File: src/rtl/reu_dma_seq.sv
// reu_dma_seq: REU DMA transfer sequencer; runs C64 expansion-port bus cycles and SRAM strobes,
// returning per-byte advance and termination controls sampled by the register block on PHI2 fall.
module reu_dma_seq #(
   parameter int ARM_CYCLES  = 1,
   parameter bit VERIFY_STOP = 1'b1
) (
   input  logic       PHI2,
   input  logic       Reset,
   input  logic       Execute,
   input  logic [1:0] XferType,
   input  logic       Length1,
   input  logic       BA,
   input  logic [7:0] CPUDin,
   input  logic [7:0] RAMDin,
   output logic       DMA,
   output logic       CPURnW,
   output logic       CPUDOE,
   output logic [7:0] CPUDout,
   output logic       RAMOE,
   output logic       RAMWE,
   output logic [7:0] RAMDout,
   output logic       IncCA,
   output logic       IncREUA,
   output logic       DecLen,
   output logic       XferEnd,
   output logic       SetEndOfBlock,
   output logic       SetVerifyErr,
   output logic       Busy
);
   typedef enum logic [2:0] {IDLE, ARM, STASH, FETCH, SWAP_RD, SWAP_WR, VERIFY} state_t;
   state_t      state, stateNext, curState;
   logic [1:0]  xt;
   logic [15:0] armCnt;
   logic [7:0]  latchC, latchR;
   logic        v, byteDone, mismatch, armDone;
   // Outputs see IDLE while Reset is held, so an abort never emits strobes or end flags.
   assign curState      = Reset ? IDLE : state;
   assign v             = BA;
   assign armDone       = armCnt == 16'(ARM_CYCLES - 1);
   assign DMA           = curState != IDLE;
   assign Busy          = curState != IDLE;
   assign IncCA         = byteDone;
   assign IncREUA       = byteDone;
   assign DecLen        = byteDone;
   assign SetEndOfBlock = byteDone & Length1;
   assign SetVerifyErr  = mismatch;
   always_ff @(negedge PHI2) begin
      if (Reset) begin
         state  <= IDLE;
         xt     <= 2'b00;
         armCnt <= '0;
         latchC <= 8'h00;
         latchR <= 8'h00;
      end else begin
         state <= stateNext;
         if (state == IDLE && Execute) begin
            xt     <= XferType;
            armCnt <= '0;
         end
         if (state == ARM && !armDone)
            armCnt <= armCnt + 16'd1;
         if (state == SWAP_RD && v) begin
            latchC <= CPUDin;
            latchR <= RAMDin;
         end
      end
   end
   always_comb begin
      stateNext = state;
      byteDone  = 1'b0;
      mismatch  = 1'b0;
      CPURnW    = 1'b1;
      CPUDOE    = 1'b0;
      CPUDout   = 8'h00;
      RAMOE     = 1'b0;
      RAMWE     = 1'b0;
      RAMDout   = 8'h00;
      case (curState)
         IDLE: if (Execute) stateNext = ARM;
         ARM: if (armDone) stateNext = xt == 2'b00 ? STASH : xt == 2'b01 ? FETCH : xt == 2'b10 ? SWAP_RD : VERIFY;
         STASH: begin
            RAMDout  = CPUDin;
            RAMWE    = PHI2 & v;
            byteDone = v;
         end
         FETCH: begin
            RAMOE    = v;
            CPURnW   = ~v;
            CPUDout  = RAMDin;
            CPUDOE   = PHI2 & v;
            byteDone = v;
         end
         SWAP_RD: begin
            RAMOE = v;
            if (v) stateNext = SWAP_WR;
         end
         SWAP_WR: begin
            CPURnW   = ~v;
            CPUDout  = latchR;
            CPUDOE   = PHI2 & v;
            RAMDout  = latchC;
            RAMWE    = PHI2 & v;
            byteDone = v;
            if (v) stateNext = SWAP_RD;
         end
         VERIFY: begin
            RAMOE    = v;
            byteDone = v;
            mismatch = v & (CPUDin != RAMDin);
         end
         default: stateNext = IDLE;
      endcase
      XferEnd = (byteDone & Length1) | (mismatch & VERIFY_STOP);
      if (XferEnd) stateNext = IDLE;
   end
endmodule

File: config.mk
export PLATFORM = sky130hd
export DESIGN_NAME = reu_dma_seq
export DESIGN_NICKNAME = d
export VERILOG_FILES = /design/src/rtl/reu_dma_seq.sv
export SDC_FILE = /design/constraint.sdc
export NUM_CORES = 1
export LEC_CHECK = 0
export CORE_MARGIN = 5
export CORE_UTILIZATION = 53
export DETAILED_ROUTE_END_ITERATION = 10
export PLACE_DENSITY = 0.85
export SLEW_MARGIN = 10
export SYNTH_ARGS = -nofsm -noshare
export SYNTH_HDL_FRONTEND = slang
export SYNTH_SLANG_ARGS = --single-unit
File: constraint.sdc
create_clock -name PHI2 -period 4.85 [get_ports PHI2]
set_clock_uncertainty 0.2 [all_clocks]
set_input_delay 0.485 -clock PHI2 [delete_from_list [all_inputs] [get_ports PHI2]]
set_output_delay 0.485 -clock PHI2 [all_outputs]
set_load 0.01 [all_outputs]
* After elaboration in Yosys (flattened, before gate mapping)
Index checks and enable logic that the tools add are counted.
W data, S select, Z words.
** Word-level totals
- Flip-flop bits (word level) :: 37
- Input port bits :: 23
- Output and inout bits :: 28
- Logic and storage cells :: 63
** Operators by class
- $add $sub $neg :: 1
- Equality and inequality tests :: 15
- Mux-type cells :: 19
- Bitwise operators :: 6
- Reductions and logical operators :: 17
** Operators with widths (number)
- $mux W16 :: 2
- $pmux W8 S2 :: 2
- $mux W3 :: 7
- $add A16 B1 Y16 const B :: 1
- $logic_not A16 Y1 :: 1
- $pmux W3 S5 :: 1
- $eq A3 B3 Y1 const B :: 4
- $ne A2 B2 Y1 const B :: 4
- $ne A8 B8 Y1 :: 1
- $eq A3 B1 Y1 const B :: 2
- $eq A3 B2 Y1 const B :: 2
- $logic_not A3 Y1 :: 2
- $mux W1 :: 6
- $reduce_or A2 Y1 :: 3
- $reduce_or A3 Y1 :: 2
- $reduce_and A5 Y1 :: 1
- $reduce_or A4 Y1 :: 1
- $and A1 B1 Y1 :: 3
- $logic_and A1 B1 Y1 :: 3
- $reduce_bool A3 Y1 :: 1
- $eq A2 B1 Y1 const B :: 1
- $eq A2 B2 Y1 const B :: 1
- $logic_not A2 Y1 :: 1
- $mux W2 :: 1
- 4 further kinds :: 5

* Longest topological paths before layout
- Depth in word-level cells :: 7
- Gate-level depth with buffers :: 8
- Gate-level depth less buffers :: 7

==> reports/summary.txt <==
============================================================================================
Fraction of final layout cells sized beyond drive strength 1                           22.9%
Post-detailed-route via-to-cell ratio                                                   6.54
Arrival @ worst endpoint                                                             4.25 ns
Core area                                                                           3740 µm²
Largest net degree at the start of global routing                                         27
Status                                                                          finished, violations left
Boundary pin count                                                                        51
Critical path endpoint category                                                 primary output
Antenna-violating nets left                                                                0
Worst-margin pin slew                                                               0.568 ns
Proportion of synthesized area in mux cells                                            3.11%
Number of buffers added on ports                                                          50
Kind of path behind the tightest hold check                                     register to register
Xor/xnor share of the synthesized area                                                 4.60%
Count of non-filler cells in the finished layout                                         433
Yosys reg bits                                                                            37
Launch instance of the worst min-delay path                                        latchR[3]
Clock insertion delay at the later pin of the skew report                            0.50 ns
Endpoint of the worst hold path                                                    latchR[3]
P_leak                                                                               1.38 nW
Max FO, Critical Path                                                                      7
Basic-gate share of the synthesized area counting and, or, nand and nor cells          28.5%
Setup repair after global routing missed its margin                                      yes
Ordered cell list for the critical path                                         or2_4 > nor2_4 > buf_6 > buf_6 > nor2_4 > nor2_2 > buf_2
Area of the multi-input gates                                                       1290 µm²
Initial antenna violation count                                                            0
Starting Density                                                                       55.9%
Minimum setup slack in the final design                                           -0.0833 ns
Design Power                                                                        0.998 mW
Synth Area in Compound Gates                                                           21.3%
Standard-cell row count                                                                   22
Global-route wire length before repair                                              11700 µm
Placed cells                                                                             364
Cell area after synthesis                                                           2090 µm²
Post-Synthesis Mean Instance Area                                                   7.78 µm²
DRC viols                                                                                  0
Post-synthesis adder-cell area fraction                                                1.20%
Standard cell with the maximum stage delay on the critical path                      dfxtp_4
Max IR drop VDD                                                                     0.207 mV
Vertical extent of the die                                                           72.8 µm
Violation count after the first detailed-route iteration                                 500
Worst Hold Depth                                                                           2
Routed wire length                                                                   8600 µm
Syn nets                                                                                 294
Power per unit of standard cell area                                              315 nW/µm²
Final cell utilization of the core                                                     84.7%
Pre-Repair DR Iteration Count                                                              8
Horizontal die dimension                                                             72.8 µm
Biggest cell delay along the critical path                                           0.37 ns
Clock tree from TritonCTS                                                              built
Data required time at the worst endpoint                                             4.16 ns
Number of nets in the layout                                                             410
Final weighted congestion in routability-driven placement                              0.856
Total Routing Usage GR                                                                 30.0%
Final-layout fill cell count                                                             189
Total global routing overflow                                                              0
Violations in the final reports                                                 setup timing
Category of the worst setup path launch point                                       register
Critical setup path kind                                                        register to primary output
Clock transition at path regs                                                        0.06 ns
Startpoint of the most critical setup path                                          state[0]
Reg area                                                                             752 µm²
Total die area                                                                      5310 µm²
Average wire per cell in the routed design                                           19.9 µm
Final number of setup-violating endpoints                                                 12
FF-to-FF Start                                                                      state[0]
Vias in the first global route                                                          2471
Worst reg2reg setup slack                                                            2.31 ns
Worst r2r dst                                                                      armCnt[7]
Post-Synthesis Cells                                                                     269
Number of buffers added to fix hold violations after cts                                   0
Synthesis-to-finish area growth                                                        51.5%
Fin. Hold Viols                                                                            0
Max-cap viol count                                                                         0
Distinct cell type count of the synthesized netlist                                       43
Yosys warns                                                                                0
DPL Wire Length                                                                      4090 µm
Worst setup slack after placement                                                  0.0543 ns
Slew Viols, Final                                                                          0
Largest family of logic cells by synthesized area                               simple AND/OR/NAND/NOR gates
Post-synthesis sequential area ratio                                                   35.4%
Via Count                                                                               2832
Worst r2r path cells                                                                       7
Rel. slew slack                                                                        62.1%
Antenna diode count                                                                        0
============================================================================================
## synthesized netlist by cell type
master     count  area [µm²]
nor4_1         5        31.3
o2111ai_1      3        26.3
nand2_1       49         184
nor2_1        18        67.6
a41oi_1        1        8.76
nor3_1         4        20.0
o41ai_1        3        26.3
xnor2_1        8        70.1
nor4b_1        1        8.76
nand4_2        1        12.5
a21oi_1       31         155
nor3_2         1        10.0
nand3b_1       1        7.51
or3b_4         1        11.3
nor3b_1        1        7.51
nand3_1       16        80.1
or2_2          3        18.8
clkbuf_1       8        30.0
or3_1          2        12.5
nand4_1        7        43.8
inv_1          7        26.3
clkinv_1       1        3.75
nor2b_1        3        18.8
buf_2          6        30.0
a311oi_1       1        8.76
dfxtp_1       37         741
a31o_1         1        8.76
ha_1           2        25.0
buf_6          1        11.3
mux2_2         1        11.3
o311ai_0       3        26.3
a31oi_1        1        6.26
a22o_1        16         140
mux2i_1        2        20.0
o31a_1         1        8.76
and2_1         1        6.26
mux2_1         3        33.8
or4_1          3        22.5
nand2b_1       2        12.5
xor2_1         3        26.3
o21ai_0        6        30.0
nor4_4         1        21.3
buf_4          3        22.5
## metal layers
layer | global-route usage, % | vias up | part of all wire [%]
li1 | - | 1206 | -
met1 | 35.0 | 1283 | 36
met2 | 43.9 | 265 | 46
met3 | 12.3 | 78 | 12
met4 | 21.5 | 0 | 6.5
met5 | 0 | - | 0
## critical path: cells and delay by family, from the launching register on
family	cells	cell delay (ns)
buf+inv	3	0.42
simple gates	4	0.52
flops	1	0.37
## cell usage in the layout, fill, tap and decap left out, types with 4 or more instances in the layout
master,n
dlygate4sd2_1,6
a21oi_1,31
nor4_1,5
buf_4,21
clkbuf_2,11
a22o_1,16
buf_2,7
inv_1,44
nand3_1,16
nor3_1,4
clkdlybuf4s50_1,22
clkbuf_8,15
o21ai_0,5
nand2_1,48
xnor2_1,8
nand4_1,7
buf_6,11
nor2_1,13
dfxtp_1,34
## power by group
group	total (mW)	internal [mW]	switching (mW)
Clock	0.550	0.287	0.263
Sequential	0.319	0.310	0.00845
Combinational	0.129	0.0611	0.0678
Total	0.998	0.659	0.339
## flip-flops by register name, indices dropped and copies added, names as in the netlist
register and flops:
xt 2, armCnt 16, state 3, latchC 8, latchR 8
## metrics by stage
step / TNS [ns] / hold WS [ns] / area [µm²]
after global routing: -0.842 / 0.279 / 3170
after global placement: 0 / 0.242 / 2690
final: -0.295 / 0.252 / 3170
after floorplan: 0 / 0.237 / 2090
after detailed placement: 0 / 0.248 / 2690
after CTS: -1.81 / 0.256 / 3100
## logic make-up after synthesis
| kind of cell | count (synthesis) |
|---|---|
| buf+inv | 26 |
| xor+xnor | 11 |
| compound gates | 67 |
| fa+ha+maj | 2 |
| flops | 37 |
| mux | 6 |
| simple gates | 120 |
## worst max path at each step
stage / end / slack (ns) / cells past startpoint
finish: RAMWE / -0.08 / 7
global route: RAMWE / -0.25 / 7
CTS: RAMDout[1] / -0.17 / 7
detailed placement: state[0] / 0.05 / 7
global placement: state[0] / 0.06 / 7
floorplan: CPUDOE / 0.23 / 6
## repair_timing
item | 4_1_cts | 5_1_grt
pin swaps | 2 | 9
setup endpoints to repair | 30 | 26
gates resized for setup | 55 | 59
buffers inserted | 11 | 6
## cell type report
| class | count | share of cell area (%) |
|---|---|---|
| multi-input cells | 206 | 40.8 |
| repair buffers | 79 | 21.1 |
| clock inverters | 39 | 4.65 |
| clock buffers | 17 | 7.02 |
| flip-flops and latches | 37 | 23.7 |
| inverters | 7 | 0.828 |
| well taps | 48 | 1.89 |
(Power assumes the default switching activity.)
==> variant 1 (same flow settings) <==
Set the parameter `VERIFY_STOP` to 1'b0 (it was 1'b1).
--- a/src/rtl/reu_dma_seq.sv
+++ b/src/rtl/reu_dma_seq.sv
@@ -3,5 +3,5 @@
 module reu_dma_seq #(
    parameter int ARM_CYCLES  = 1,
-   parameter bit VERIFY_STOP = 1'b1
+   parameter bit VERIFY_STOP = 1'b0
 ) (
    input  logic       PHI2,
Behaviour: not the same (a bounded check fails within 4 cycles, from zero or initial values and one cycle with Reset high).
==> variant 1 against the unedited design <==
- setup slack improved by 0.059 ns
- area after synthesis decreased by 1.6%
- count of clock-buffer cells in the layout unchanged
- routed wire length decreased by 9.9%
- sequential cell count unchanged
- the flow still finishes with violations (negative setup slack)
- total power increased by 6.0%
- combinational power increased by 4%
- design area decreased by 1.7%
- die area decreased by 1.4%
- global-route usage increased by 0.23 points
==> variant 1: results (changes against the unedited design) <==
[metrics] run status: complete, but fails checks
[metrics] failing checks: negative setup slack
[metrics] WL/cell: 18.4 um (-7.3%)
[metrics] synthesized instance count: 261 (-3.0%)
[metrics] synthesized area divided by synthesized cell count: 7.89 sq um (+1.4%)
[metrics] area share of fa/ha/maj cells after synthesis: 1.22% (+0.020 points)
[metrics] worst voltage drop across the vdd grid: 0.238 mV (+15%)
[metrics] kind of cell with the highest combined delay on the critical path: buffers and inverters
[metrics] transition time of the tightest slew-check pin: 0.610 ns (+0.0423 ns)
[metrics] met3 track demand over resource in global routing: 13.6% (+1.3 points)
[metrics] Leakage: 1.36 nW (-0.84%)
[metrics] fin worst setup slack: -0.0238 ns (+0.0594 ns)
[metrics] detailed-routing wirelength on met1: 2930 um (-6.0%)
[metrics] global-route track usage on met1: 31.7% (-3.3 points)
[metrics] cell count after placement: 356 (-2.2%)
[metrics] share of the yosys chip area belonging to registers: 36.0% (+0.58 points)
[metrics] met2 Usage GRT: 46.2% (+2.3 points)
[metrics] RD Place Congestion: 0.793 (-7.4%)
[metrics] maximum number of pins on one net before global-route repair: 22 (-19%)
[metrics] Post-synth top cells: sky130_fd_sc_hd__nand2_1, sky130_fd_sc_hd__dfxtp_1, sky130_fd_sc_hd__a21oi_1
[metrics] share of final layout cell area taken by non-clock buffers: 19.2% (-1.9 points)
[metrics] syn_nets: 286 (-2.7%)
[metrics] Final setup violation count: 3 (-9)
[metrics] non-clock inverter total of the final layout: 9 (+2)
[metrics] clock tree cell share of total cell area: 12.8% (+1.1 points)
[metrics] XOR/XNOR Fraction of Synth Area: 4.25% (-0.35 points)
[metrics] fraction of area in registers: 24.1% (+0.41 points)
[metrics] post-layout instance count excluding filler cells: 421 (-2.8%)
[metrics] clock edge transition at the registers on the reported setup and hold paths: 0.04 ns (-0.02 ns)
[metrics] worst slack after detailed placement: 0.0444 ns (-0.00989 ns)
[metrics] part of the total power dissipated in the clock network: 57.0% (+1.9 points)
[metrics] layout multi-input combinational cell count: 196 (-4.9%)
[metrics] switching power share of the total: 32.1% (-1.9 points)
[metrics] Synth area leaders: sky130_fd_sc_hd__dfxtp_1, sky130_fd_sc_hd__nand2_1, sky130_fd_sc_hd__a22o_1
[metrics] amount of wire on met2 after detailed routing: 3640 um (-7.2%)
[metrics] maximum fanout count along the critical path: 5 (-2)
[metrics] Via density: 6.25 (-4.4%)
[variant 1: changes by cell type after synthesis, moves of 4 or more]
cell                       change
sky130_fd_sc_hd__xnor2_1       -7
sky130_fd_sc_hd__o211ai_1      +8
sky130_fd_sc_hd__a21oi_1       -4
sky130_fd_sc_hd__nor2_1        -9
sky130_fd_sc_hd__a211oi_1      +4
sky130_fd_sc_hd__nand3_1       -6
sky130_fd_sc_hd__xor2_1        +6
[variant 1: path summary, 6_finish.rpt]
check | from | end | slack (ns) | cells after the start
setup / recovery | state[2] | RAMDout[0] | -0.02 | 6
hold / removal | latchR[0] | latchR[0] | 0.25 | 2
hold reg to reg | latchR[0] | latchR[0] | 0.25 | 2
setup reg to reg | state[0] | armCnt[13] | 2.22 | 5
[variant 1: what timing repair did]
item                                    CTS  global route
buffers inserted                          8             1
gates cloned                              2             0
pin swaps                                 3             7
gates resized for setup                  86            34
endpoints found under the hold margin     0             0
endpoints found under the setup margin   30            28
==> variant 2 (same settings) <==
Without the edit above. Reset style: asynchronous (`Reset`), changed in one clocked block.
--- a/src/rtl/reu_dma_seq.sv
+++ b/src/rtl/reu_dma_seq.sv
@@ -45,5 +45,5 @@
    assign SetEndOfBlock = byteDone & Length1;
    assign SetVerifyErr  = mismatch;
-   always_ff @(negedge PHI2) begin
+   always_ff @(negedge PHI2 or posedge Reset) begin
       if (Reset) begin
          state  <= IDLE;
Check against the original RTL: same outputs for any inputs over 10 cycles, from zero or initial values and one cycle with Reset high; that may be too few to reach the edited logic, so the function may still have changed.
==> variant 2 against the unedited design <==
- routed wire length is 23% lower
- area after synthesis up 10%
- setup slack better by 0.0080 ns
- sequential cell count unchanged
- critical endpoint is now RAMDout[7]
- design area increased by 0.55%
- via count is 23% lower
- the flow still finishes with violations (negative setup slack)
- count of clock-buffer cells in the layout fell by 9
Power is not compared: it rests on default switching activity, and its combinational part moved more than twofold at a synthesized area within 25%.
==> variant 2: results (changes against the unedited design) <==
[metrics] total negative slack: -0.343 ns (-0.0476 ns)
[metrics] synthesized area divided by synthesized cell count: 10.4 sq um (+34%)
[metrics] met2 Usage GRT: 34.1% (-9.8 points)
[metrics] Max transition margin: 56.2% (-5.8 points)
[metrics] Worst path slowest cell: sky130_fd_sc_hd__dfrtn_1
[metrics] async set-or-reset flop fraction in the synthesized netlist: 100% (+100 points)
[metrics] maximum fanout count along the critical path: 5 (-2)
[metrics] Post-CTS Resized: 52 (-5.5%)
[metrics] primary flip-flop cell chosen by synthesis mapping: sky130_fd_sc_hd__dfrtn_1
[metrics] violation count after the first detailed-route iteration: 158 (-68%)
[metrics] met3 track demand over resource in global routing: 4.86% (-7.4 points)
[metrics] RD Place Congestion: 0.828 (-3.2%)
[metrics] fin worst setup slack: -0.0753 ns (+0.00798 ns)
[metrics] via count of the first global-routing pass: 2112 (-15%)
[metrics] amount of wire on met2 after detailed routing: 3330 um (-15%)
[metrics] layout cells sized above 1: 28.5% (+5.6 points)
[metrics] maximum number of pins on one net before global-route repair: 31 (+15%)
[metrics] Synth area leaders: sky130_fd_sc_hd__dfrtn_1, sky130_fd_sc_hd__a22o_1, sky130_fd_sc_hd__mux2_2
[metrics] worst slack after detailed placement: 0.0406 ns (-0.0137 ns)
[metrics] kind of cell with the highest combined delay on the critical path: buffers and inverters
[metrics] number of setup buffers added after CTS: 9 (-2)
[metrics] detailed-routing wirelength on met1: 2760 um (-12%)
[metrics] run status: complete, but fails checks
[metrics] share of the yosys chip area belonging to registers: 40.2% (+4.8 points)
[metrics] Filler Cells Inserted: 297 (+57%)
[metrics] failing checks: negative setup slack
[metrics] Post-synth top cells: sky130_fd_sc_hd__dfrtn_1, sky130_fd_sc_hd__a22o_1, sky130_fd_sc_hd__nand2_1
[metrics] Post-Place Cell Area: 2980 sq um (+11%)
[metrics] Final setup violation count: 9 (-3)
[metrics] slowest stage delay, CP: 0.49 ns (+0.12 ns)
[metrics] FF+latch area: 926 sq um (+23%)
[metrics] global-route usage over all layers: 21.4% (-8.5 points)
[variant 2: cell types whose count changed after synthesis, moves of 8 or more]
cell / unedited run / this run
sky130_fd_sc_hd__dfxtp_1: 37 / 0
sky130_fd_sc_hd__a21oi_1: 31 / 3
sky130_fd_sc_hd__nor2_1: 18 / 5
sky130_fd_sc_hd__nand3_1: 16 / 8
sky130_fd_sc_hd__dfrtn_1: 0 / 37
sky130_fd_sc_hd__xnor2_1: 8 / 0
sky130_fd_sc_hd__nand2_1: 49 / 15
sky130_fd_sc_hd__mux2_2: 1 / 12
[variant 2: path summary, 6_finish.rpt]
check / slack (ns) / from / end / cells past startpoint
worst min-delay path: 0.21 / armCnt[15] / armCnt[15] / 1
min in group asynchronous: 3.00 / Reset / latchC[7] / 3
max in group asynchronous: 0.94 / Reset / armCnt[7] / 4
worst max register to register: 2.42 / state[0] / armCnt[14] / 7
worst min register to register: 0.21 / armCnt[15] / armCnt[15] / 1
worst max-delay path: -0.08 / state[1] / RAMDout[7] / 8
[variant 2: final cells by class]
type / instances / area share [%]
multi-input cells: 165 / 41.7
flip-flops and latches: 37 / 29.0
repair buffers: 82 / 22.3
clock buffers: 8 / 2.90
well taps: 52 / 2.04
clock inverters: 4 / 1.29
inverters: 6 / 0.706
[variant 2: cell families after synthesis]
group	Yosys count	synth area share, %
flops	37	40.2
compound gates	53	18.0
fa+ha+maj	2	1.09
mux	25	11.9
buf+inv	19	4.34
xor+xnor	9	3.42
simple gates	76	21.1
[variant 2: power by group through the flow]
stage,sequential [W],combinational (W),clock [W]
6_report,0.000513,0.000686,0.000300
5_1_grt,0.000526,0.000743,0.000320
4_1_cts,0.000503,0.000646,0.000297
3_5_place_dp,0.000509,0.000613,0.0000119
3_3_place_gp,0.000504,0.000604,0.0000119
2_1_floorplan,0.000487,0.000423,0.00000817
